### config.mk
export PLATFORM = sky130hd
export DESIGN_NAME = clk_div_sequencer
export DESIGN_NICKNAME = d
export VERILOG_FILES = /design/src/rtl/clk_div_seq_pkg.sv /design/src/rtl/clk_div_seq_table.sv /design/src/rtl/clk_div_sequencer.sv
export SDC_FILE = /design/constraint.sdc
export NUM_CORES = 1
export LEC_CHECK = 0
export CAP_MARGIN = 20
export CELL_PAD_IN_SITES_DETAIL_PLACEMENT = 0
export CELL_PAD_IN_SITES_GLOBAL_PLACEMENT = 1
export CORE_ASPECT_RATIO = 1.4
export CORE_UTILIZATION = 40
export DETAILED_ROUTE_END_ITERATION = 8
export GPL_TIMING_DRIVEN = 0
export PLACE_DENSITY_LB_ADDON = 0.1
export SLEW_MARGIN = 5
export SYNTH_ARGS = -nofsm -noshare
export SYNTH_HDL_FRONTEND = slang
export SYNTH_HIERARCHICAL = 1
export SYNTH_SLANG_ARGS = --single-unit
### constraint.sdc
create_clock -name i_clkPin -period 3.2 [get_ports i_clkPin]
set_input_delay 0.32 -clock i_clkPin [delete_from_list [all_inputs] [get_ports i_clkPin]]
set_output_delay 0.32 -clock i_clkPin [all_outputs]
set_load 0.02 [all_outputs]
### src/rtl/clk_div_seq_pkg.sv
`default_nettype none
// +----------------------------------------------------------------------------+
// | Module : clk_div_seq_pkg                                                    |
// | Desc   : Shared state encoding, default sizes and entry field offsets.      |
// | Rev    : 1.0  initial release                                               |
// +----------------------------------------------------------------------------+
package clk_div_seq_pkg;

  localparam int unsigned DEFAULT_DEPTH = 8;
  localparam int unsigned DEFAULT_AW    = 3;
  localparam int unsigned DEFAULT_IW    = 8;
  localparam int unsigned DEFAULT_LW    = 8;

  // Entry word is {index, duration}; duration occupies the low bits.
  localparam int unsigned DUR_LSB = 0;

  localparam logic [1:0] ST_IDLE = 2'd0;
  localparam logic [1:0] ST_LOAD = 2'd1;
  localparam logic [1:0] ST_RUN  = 2'd2;
  localparam logic [1:0] ST_DONE = 2'd3;

endpackage
`default_nettype wire

### src/rtl/clk_div_seq_table.sv
`default_nettype none
// +----------------------------------------------------------------------------+
// | Module : clk_div_seq_table                                                  |
// | Desc   : DEPTH x W step table, one synchronous write port, async read.      |
// | Rev    : 1.0  initial release                                               |
// +----------------------------------------------------------------------------+
module clk_div_seq_table #(
  parameter int unsigned DEPTH = 8,
  parameter int unsigned AW    = 3,
  parameter int unsigned W     = 16
) (
  input  logic          i_clkPin,
  input  logic          i_wr_en,
  input  logic [AW-1:0] i_wr_addr,
  input  logic [W-1:0]  i_wr_data,
  input  logic [AW-1:0] i_rd_addr,
  output logic [W-1:0]  o_rd_data
);

  // Contents are deliberately left unreset; the table is always programmed before use.
  logic [W-1:0] r_mem [DEPTH];

  always_ff @(posedge i_clkPin) begin
    if (i_wr_en) begin
      r_mem[i_wr_addr] <= i_wr_data;
    end
  end

  assign o_rd_data = r_mem[i_rd_addr];

endmodule
`default_nettype wire

### src/rtl/clk_div_sequencer.sv
`default_nettype none
// +----------------------------------------------------------------------------+
// | Module : clk_div_sequencer                                                  |
// | Desc   : Plays a table of (index, duration) steps into clk_divider, timing  |
// |          each step in divided-clock rising edges. Option: CLK_DIV_SEQ_LOOP_EN|
// | Rev    : 1.0  initial release                                               |
// +----------------------------------------------------------------------------+
module clk_div_sequencer
  import clk_div_seq_pkg::*;
#(
  parameter int unsigned DEPTH = DEFAULT_DEPTH,
  parameter int unsigned AW    = DEFAULT_AW,
  parameter int unsigned IW    = DEFAULT_IW,
  parameter int unsigned LW    = DEFAULT_LW
) (
  input  logic             i_clkPin,
  input  logic             i_rst_n,
  input  logic             i_wr_en,
  input  logic [AW-1:0]    i_wr_addr,
  input  logic [IW+LW-1:0] i_wr_data,
  input  logic             i_start,
  input  logic             i_stop,
  input  logic             i_loop,
  input  logic             i_div_clk,
  output logic [IW-1:0]    o_indexSelectLine,
  output logic             o_div_ena,
  output logic             o_busy,
  output logic [AW-1:0]    o_step,
  output logic             o_done,
  output logic             o_wr_err
);

  logic [1:0]       r_state;
  logic [1:0]       w_next;
  logic             r_div_q;
  logic [LW-1:0]    r_cnt;
  logic [AW-1:0]    r_step;
  logic [IW-1:0]    r_idx;
  logic             r_ena;
  logic             r_wr_err;
  logic             w_busy;
  logic             w_done;
  logic             w_rise;
  logic             w_loop;
  logic             w_last;
  logic             w_entry_end;
  logic [IW+LW-1:0] w_entry;
  logic [LW-1:0]    w_dur;
  logic [IW-1:0]    w_idx;

`ifdef CLK_DIV_SEQ_LOOP_EN
  assign w_loop = i_loop;
`else
  logic w_unused_loop;
  assign w_unused_loop = i_loop;
  assign w_loop        = 1'b0;
`endif

  clk_div_seq_table #(
    .DEPTH (DEPTH),
    .AW    (AW),
    .W     (IW + LW)
  ) u_table (
    .i_clkPin  (i_clkPin),
    .i_wr_en   (i_wr_en & ~w_busy),
    .i_wr_addr (i_wr_addr),
    .i_wr_data (i_wr_data),
    .i_rd_addr (r_step),
    .o_rd_data (w_entry)
  );

  assign w_dur       = w_entry[DUR_LSB +: LW];
  assign w_idx       = w_entry[DUR_LSB + LW +: IW];
  assign w_rise      = i_div_clk & ~r_div_q;
  assign w_last      = (r_step == AW'(DEPTH - 1));
  // Duration is never zero in RUN, so dur-1 cannot underflow here.
  assign w_entry_end = w_rise && (r_cnt == (w_dur - LW'(1)));

  always_ff @(posedge i_clkPin or negedge i_rst_n) begin
    if (!i_rst_n) begin
      r_state <= ST_IDLE;
    end else begin
      r_state <= w_next;
    end
  end

  always_comb begin
    w_next = r_state;
    case (r_state)
      ST_IDLE: if (i_start && !i_stop) w_next = ST_LOAD;
      ST_LOAD: begin
        if (i_stop)             w_next = ST_IDLE;
        else if (w_dur == '0)   w_next = ST_DONE;
        else                    w_next = ST_RUN;
      end
      ST_RUN: begin
        if (i_stop)                          w_next = ST_IDLE;
        else if (w_entry_end && w_last && !w_loop) w_next = ST_DONE;
        else if (w_entry_end)                w_next = ST_LOAD;
      end
      ST_DONE: w_next = ST_IDLE;
      default: w_next = ST_IDLE;
    endcase
  end

  always_comb begin
    w_busy = 1'b0;
    w_done = 1'b0;
    case (r_state)
      ST_LOAD, ST_RUN: w_busy = 1'b1;
      ST_DONE:         w_done = 1'b1;
      default:         ;
    endcase
  end

  always_ff @(posedge i_clkPin or negedge i_rst_n) begin
    if (!i_rst_n) begin
      r_div_q  <= 1'b0;
      r_cnt    <= '0;
      r_step   <= '0;
      r_idx    <= '0;
      r_ena    <= 1'b0;
      r_wr_err <= 1'b0;
    end else begin
      r_div_q  <= i_div_clk;
      r_wr_err <= i_wr_en & w_busy;
      case (r_state)
        ST_IDLE: begin
          if (i_start && !i_stop) begin
            r_step <= '0;
            r_cnt  <= '0;
          end
        end
        ST_LOAD: begin
          if (i_stop) begin
            r_ena <= 1'b0;
          end else if (w_dur != '0) begin
            r_idx <= w_idx;
            r_ena <= 1'b1;
            r_cnt <= '0;
          end
        end
        ST_RUN: begin
          if (i_stop) begin
            r_ena <= 1'b0;
          end else if (w_rise) begin
            r_cnt <= r_cnt + LW'(1);
            if (w_entry_end) begin
              if (!w_last)     r_step <= r_step + AW'(1);
              else if (w_loop) r_step <= '0;
            end
          end
        end
        ST_DONE: r_ena <= 1'b0;
        default: ;
      endcase
    end
  end

  assign o_indexSelectLine = r_idx;
  assign o_div_ena         = r_ena;
  assign o_busy            = w_busy;
  assign o_step            = r_step;
  assign o_done            = w_done;
  assign o_wr_err          = r_wr_err;

endmodule
`default_nettype wire

== Yosys cells after proc, flatten, opt, wreduce, memory -nomap -nowiden ==
Memories as Yosys holds them, arrays and structs flattened.
Cells that the tools add are included.

* Bits in registers: 24
* RAM bits: 128
* Bits of input ports: 26
* Logic and storage cells: 75
* Memories kept: 1

* Add/sub/neg operators: 3
* Equality and inequality tests: 15
* Multiplexer cells: 27
* Bitwise gates (word level): 6
* Reduce and logical (&&, ||, !) cells: 16

{| class="wikitable"
|+ Memories
! memory !! depth !! bits a word !! rd ports !! clocked after Yosys merged registers in !! write ports !! RTL line !! text
|-
| u_table.r_mem || 8 || 16 || 1 || 0 || 1 || clk_div_seq_table.sv:21 || <nowiki>logic [W-1:0] r_mem [DEPTH];</nowiki>
|}

{| class="wikitable"
|+ Operators by type and width
! kind !! number
|-
| $mux W8 || 5
|-
| $pmux W8 S3 || 1
|-
| $ne A2 B2 Y1 const B || 8
|-
| $mux W3 || 5
|-
| $reduce_and A6 Y1 || 2
|-
| $mux W2 || 5
|-
| $add A8 B1 Y8 const B || 1
|-
| $eq A8 B8 Y1 || 1
|-
| $logic_not A8 Y1 || 1
|-
| $mux W1 || 8
|-
| $pmux W2 S4 || 1
|-
| $reduce_bool A8 Y1 || 1
|-
| $sub A8 B1 Y8 const B || 1
|-
| $pmux W3 S2 || 1
|-
| $reduce_and A3 Y1 || 2
|-
| $reduce_bool A3 Y1 || 2
|-
| $eq A2 B2 Y1 const B || 2
|-
| $ne A4 B4 Y1 const B || 1
|-
| $add A3 B1 Y3 const B || 1
|-
| $and A1 B1 Y1 || 3
|-
| $eq A3 B3 Y1 const B || 1
|-
| $logic_and A1 B1 Y1 || 3
|-
| $ne A3 B3 Y1 const B || 1
|-
| $not A1 Y1 || 3
|-
| other kinds (7) || 7
|}

== Longest topological paths before layout ==
An unclocked memory read counts as a cell.

* Depth in word-level cells: 8
* Mapped depth: 11
* Mapped depth without buffers: 9

== By module ==
Netlist, hierarchy kept.

{| class="wikitable"
|+ Modules (own cells, without submodules)
! module !! times used !! cells each !! area each (um^2)
|-
| clk_div_seq_table || 1 || 198 || 4,973.5
|-
| clk_div_sequencer || 1 || 163 || 1,560.2
|}

== Least setup slack after synthesis ==
No wires, ideal clock.

* Path type: flip-flop to flip-flop
* Start point: register r_step[0], in the netlist o_step[0]
* End point: register r_step[1], in the netlist o_step[1]
* Library setup time: 0.125 ns
* Arrival: 2.952 ns
* Data required time: 3.075 ns
* Slack: 0.123 ns
* Stages on the path, launching flop included: 12
* Clock period less this slack: 3.077 ns
* Path through: dfrtp_1 > buf_6 > buf_6 > mux4_1 > mux2_2 > inv_1 > ha_1 > nor2b_1 > or3_1 > a31oi_1 > nand4_1 > mux2i_1

* Cells in the longest elaborated chain, start to end: 6

{| class="wikitable"
|+ RTL lines
! item !! RTL line !! text
|-
| start: declaration || clk_div_sequencer.sv:37 || <nowiki>logic [AW-1:0] r_step;</nowiki>
|-
| start signal: assignment || clk_div_sequencer.sv:149 || <nowiki>if (!w_last) r_step <= r_step + AW'(1);</nowiki>
|-
| $mem_v2 Z8 W16 || n/a ||
|-
| named net w_entry[1] || clk_div_sequencer.sv:47 || <nowiki>logic [IW+LW-1:0] w_entry;</nowiki>
|-
| $sub A8 B1 Y8 || clk_div_sequencer.sv:77 || <nowiki>assign w_entry_end = w_rise && (r_cnt == (w_dur - LW'(1)));</nowiki>
|-
| $eq A8 B8 Y1 || clk_div_sequencer.sv:77 ||
|-
| $logic_and A1 B1 Y1 || clk_div_sequencer.sv:77 ||
|-
| $ne A2 B2 Y1 (no source line) || n/a ||
|-
| $reduce_and A6 Y1 (no source line) || n/a ||
|}

The timed path passes the listed nets, and every way through them passes these cells. The select of a mux whose other input is x is not followed.
A chain may end at the register's enable or synchronous reset.

== Worst setup path in the final report ==
* Start point: register r_step[0], in the netlist o_step[0]
* End point: register r_step[2], in the netlist o_step[2]

Same word-level chain as after synthesis.

==> impl.org <==
** Yosys
- Number of synthesized register bits :: 152
- The share of synthesized area in the top cell type comes to 58.8%.
- Share of synthesized area occupied by flip-flops and latches :: 68.0%
- Dominant cell by count in the synthesized netlist :: sky130_fd_sc_hd__edfxtp_1
- Post-synth design cell area :: 6530 sq um
- Synthesized netlist net count :: 396
- Synthesis handed over a netlist of 361 instances.
- Most used flip-flop cell after synthesis :: sky130_fd_sc_hd__edfxtp_1
- Synth area leader :: sky130_fd_sc_hd__edfxtp_1
- The synthesized design contains 128 enable-type register cells.
- Cell variety after synth :: 51
- List of most frequent post-synthesis cells :: sky130_fd_sc_hd__edfxtp_1 (128), sky130_fd_sc_hd__mux4_1 (28), sky130_fd_sc_hd__dfrtp_1 (24)
- Leading post-synthesis cells by cell area :: sky130_fd_sc_hd__edfxtp_1 (59%), sky130_fd_sc_hd__mux4_1 (11%), sky130_fd_sc_hd__dfrtp_1 (9.2%)
- Syn. warnings :: 6
- Post-synthesis async set-or-reset flop share :: 15.8%
- Avg Synthesized Cell Area :: 18.1 sq um

** Place
- Detailed placement finished with a half-perimeter wire length of 9260 microns.
- The placed instances occupy a cell area of 7310 sq um.
- Gpl congestion :: 0.795
- In this run the tool buffered the top-level ports with 38 buffer cells.
- Including well taps, the total number of placed cells is 604.

** Clock network
- Largest buffer count on any clock path :: 2
- The H-tree generated during clock tree synthesis spans 4 levels.
- Clock transition at path regs :: 0.06 ns
- Counting the buffers created by CTS gives 17.
- The cell sitting at the root of the clock tree is a sky130_fd_sc_hd__clkbuf_16.
- Clock latency on the worst-skew pair, taken at its later pin, is 0.42 ns.
- TritonCTS built the clock tree.
- Clock net sink count :: 152

** Setup path
- For the worst setup path, the data required time is 3.49 ns.
- Critical R2R Capture :: o_step[2]
- Worst flop-to-flop path startpoint :: o_step[0]
- In this run the worst setup path begins at o_step[0].
- For the worst setup path, the data arrival time is 3.32 ns.
- In this run the worst path has a maximum fanout of 10.
- Measured in cells, the most critical reg-to-reg path has a length of 11.
- CP startpoint kind :: register
- The critical path in this run is classified as reg -> reg.
- Setup slack on the worst flop-to-flop path :: 0.17 ns
- Critical path endpoint category :: register
- End of the critical path :: o_step[2]

** GRT
- Global-route wire length before repair :: 20700 microns
- Busiest grt layer :: met2
- Met2 capacity usage during global routing :: 31.3%
- Via count of the first global-routing pass :: 3655
- Congestion Overflow GR :: 0
- Grt met1 use :: 20.4%
- Global routing consumed, over all layers together, 17.7% of the routing resources.
- Pin count of the biggest net entering global routing :: 25
- Grt met3 use :: 3.88%
- Antenna violations before repair :: 0

** Floorplanning
- In this run the count of I/O pins placed on the die edge is 41.
- The floorplan step set the die width to 110 microns.
- Total core area :: 15700 sq um
- Die height :: 153 microns
- Starting Density :: 41.5%
- Die area :: 16900 sq um
- The floorplan has 54 rows.

** Routing
- In the final routed layout, each cell accounts on average for 21.5 microns.
- Post-DRT Antenna Nets :: 0
- Using the TritonRoute via totals, the vias-per-cell ratio works out to 5.44.
- Final wirelength :: 13700 microns
- The first routing iteration left 214 violations.
- After detailed routing, the number of remaining DRC violations is 0.
- TritonRoute pass-1 iters :: 6
- Via count :: 3461

** Run
- Max-cap violations in this run came to 0.

** Worst hold path
- The path class of the tightest hold or removal check is in -> reg.

** Timing
- The worst path needs 3.03 ns of the cycle, external delays included.
- Worst-Margin Slew :: 0.966 ns
- Worst-case hold slack :: 0.322 ns
- Fmax achieved :: 330 MHz
- Setup violators final :: 0
- Dividing the final minimum period by the clock period gives 94.7%.
- Unrepaired setup endpoints after global routing :: false
- For the final database, setup skew stands at 0.00886 ns.
- The max-slew violation total from the final report is 0.
- The count of endpoints failing hold in the final timing report is 0.
- Max-Slew Margin vs Limit :: 35.2%

** Cells and area
- # fillers :: 1335
- Share of post-route cells with drive strength above 1 :: 22.3%
- Synth-to-Final Area Change :: 22.9%
- In the final layout, the multi-input gates occupy 2030 sq um.
- After the flow finishes, the layout carries non-filler instances totaling 636.
- Post-layout nets :: 463
- Final Instance Area :: 8030 sq um
- Storage cell area :: 4450 sq um
- 0 antenna diodes ended up in the layout.

** Power and ir drop
- Worst ir drop on vdd :: 428 uV
- Dividing total power by cell area gives a power density of 665 nW/um^2.
- Static leakage :: 2.78 nW

** Outcome
- Run status :: finished, final reports clean
## worst max-delay path: stages (launching register included)
cell and delay, ns:
sky130_fd_sc_hd__dfrtp_2 0.39, sky130_fd_sc_hd__buf_6 0.14, sky130_fd_sc_hd__buf_12 0.15, sky130_fd_sc_hd__mux4_1 0.56, sky130_fd_sc_hd__mux2_2 0.32, sky130_fd_sc_hd__inv_1 0.10, sky130_fd_sc_hd__ha_4 0.18, sky130_fd_sc_hd__nor2b_1 0.06
sky130_fd_sc_hd__or3_1 0.35, sky130_fd_sc_hd__a31oi_4 0.28, sky130_fd_sc_hd__nand4_1 0.20, sky130_fd_sc_hd__mux2i_1 0.16
## cell type report
class | instances | share of cell area [%]
Sequential cell | 152 | 55.4
Multi-Input combinational cell | 185 | 25.3
Timing Repair Buffer | 49 | 6.54
Clock buffer | 19 | 5.39
Tap cell | 196 | 3.05
Clock inverter | 12 | 2.49
Buffer | 14 | 1.50
Inverter | 9 | 0.421
## metrics by stage
stage               setup TNS, ns  util [%]  setup slack (ns)  power, mW
global placement           -33.30      45.5            -0.817       3.20
detailed placement          -8.52      46.4            -0.594       3.24
floorplan                       0         -             0.123       2.87
finish                          0      51.0             0.171       5.34
global route                    0      51.0           0.00294       5.54
CTS                             0      50.8            0.0205       5.41
## routing by layer
layer | vias up | share of wire (%)
met2 | 51 | 55
met1 | 1795 | 41
met5 | - | 0
met3 | 15 | 2.2
li1 | 1600 | -
met4 | 0 | 1.7
## worst min path at each step
stage                    startpoint              endpoint  slack, ns  cells past startpoint
2_1_floorplan               i_rst_n             o_div_ena       0.02                      0
3_5_place_dp                i_rst_n             o_div_ena       0.42                      1
4_1_cts                      i_stop             o_div_ena       0.30                      2
6_report                     i_stop             o_div_ena       0.32                      2
3_3_place_gp   o_indexSelectLine[5]  o_indexSelectLine[5]       0.47                      1
5_1_grt                      i_stop             o_div_ena       0.32                      2
## state kept, by name (all words and copies together) (netlist names)
register           count
o_div_ena              1
u_table/r_mem        128
o_wr_err               1
r_cnt                  8
o_step                 3
o_indexSelectLine      8
r_div_q                1
r_state                2
## repair_timing
item                                   4_1_cts  5_1_grt
setup buffers                                0        1
resized for setup                           11        6
endpoints found under the hold margin       24        0
hold buffers                                 1        0
setup endpoints to repair                   21       10
pin swaps                                    0        2
gates cloned                                 0        0
## cells in the final DEF, fill, tap and decap left out, drive strengths merged, types with 4 or more instances in the layout
| master | synthesis | layout |
|---|---|---|
| nand2b | 6 | 6 |
| clkbuf | 4 | 24 |
| clkdlybuf4s50 | 0 | 37 |
| xor2 | 5 | 5 |
| mux4 | 32 | 32 |
| nor2b | 5 | 5 |
| nor3 | 7 | 7 |
| o31ai | 5 | 5 |
| dfrtp | 24 | 24 |
| nand3 | 8 | 8 |
| and3 | 5 | 5 |
| o21ai | 13 | 13 |
| buf | 11 | 20 |
| a21oi | 4 | 4 |
| nand2 | 9 | 9 |
| inv | 9 | 11 |
| bufinv | 0 | 5 |
| a31oi | 6 | 6 |
| edfxtp | 128 | 128 |
| ha | 9 | 9 |
| nor2 | 17 | 17 |
| mux2 | 24 | 24 |
## report_power, final
group / leakage, nW / internal (mW) / total [mW] / switching, mW
Sequential: 1.47 / 2.32 / 2.39 / 0.0688
Combinational: 1.01 / 0.360 / 0.809 / 0.448
Clock: 0.301 / 1.38 / 2.15 / 0.765
## logic make-up (layout without fill, tap and decap cells)
family	count (synthesis)	in the layout	synth area share (%)
xor+xnor	8	8	1.07
flops	152	152	68.0
buf+inv	24	103	2.11
simple gates	69	69	5.53
compound gates	41	41	4.46
mux	58	58	17.1
fa+ha+maj	9	9	1.72
Note: power is estimated with default switching activity, not from simulation.
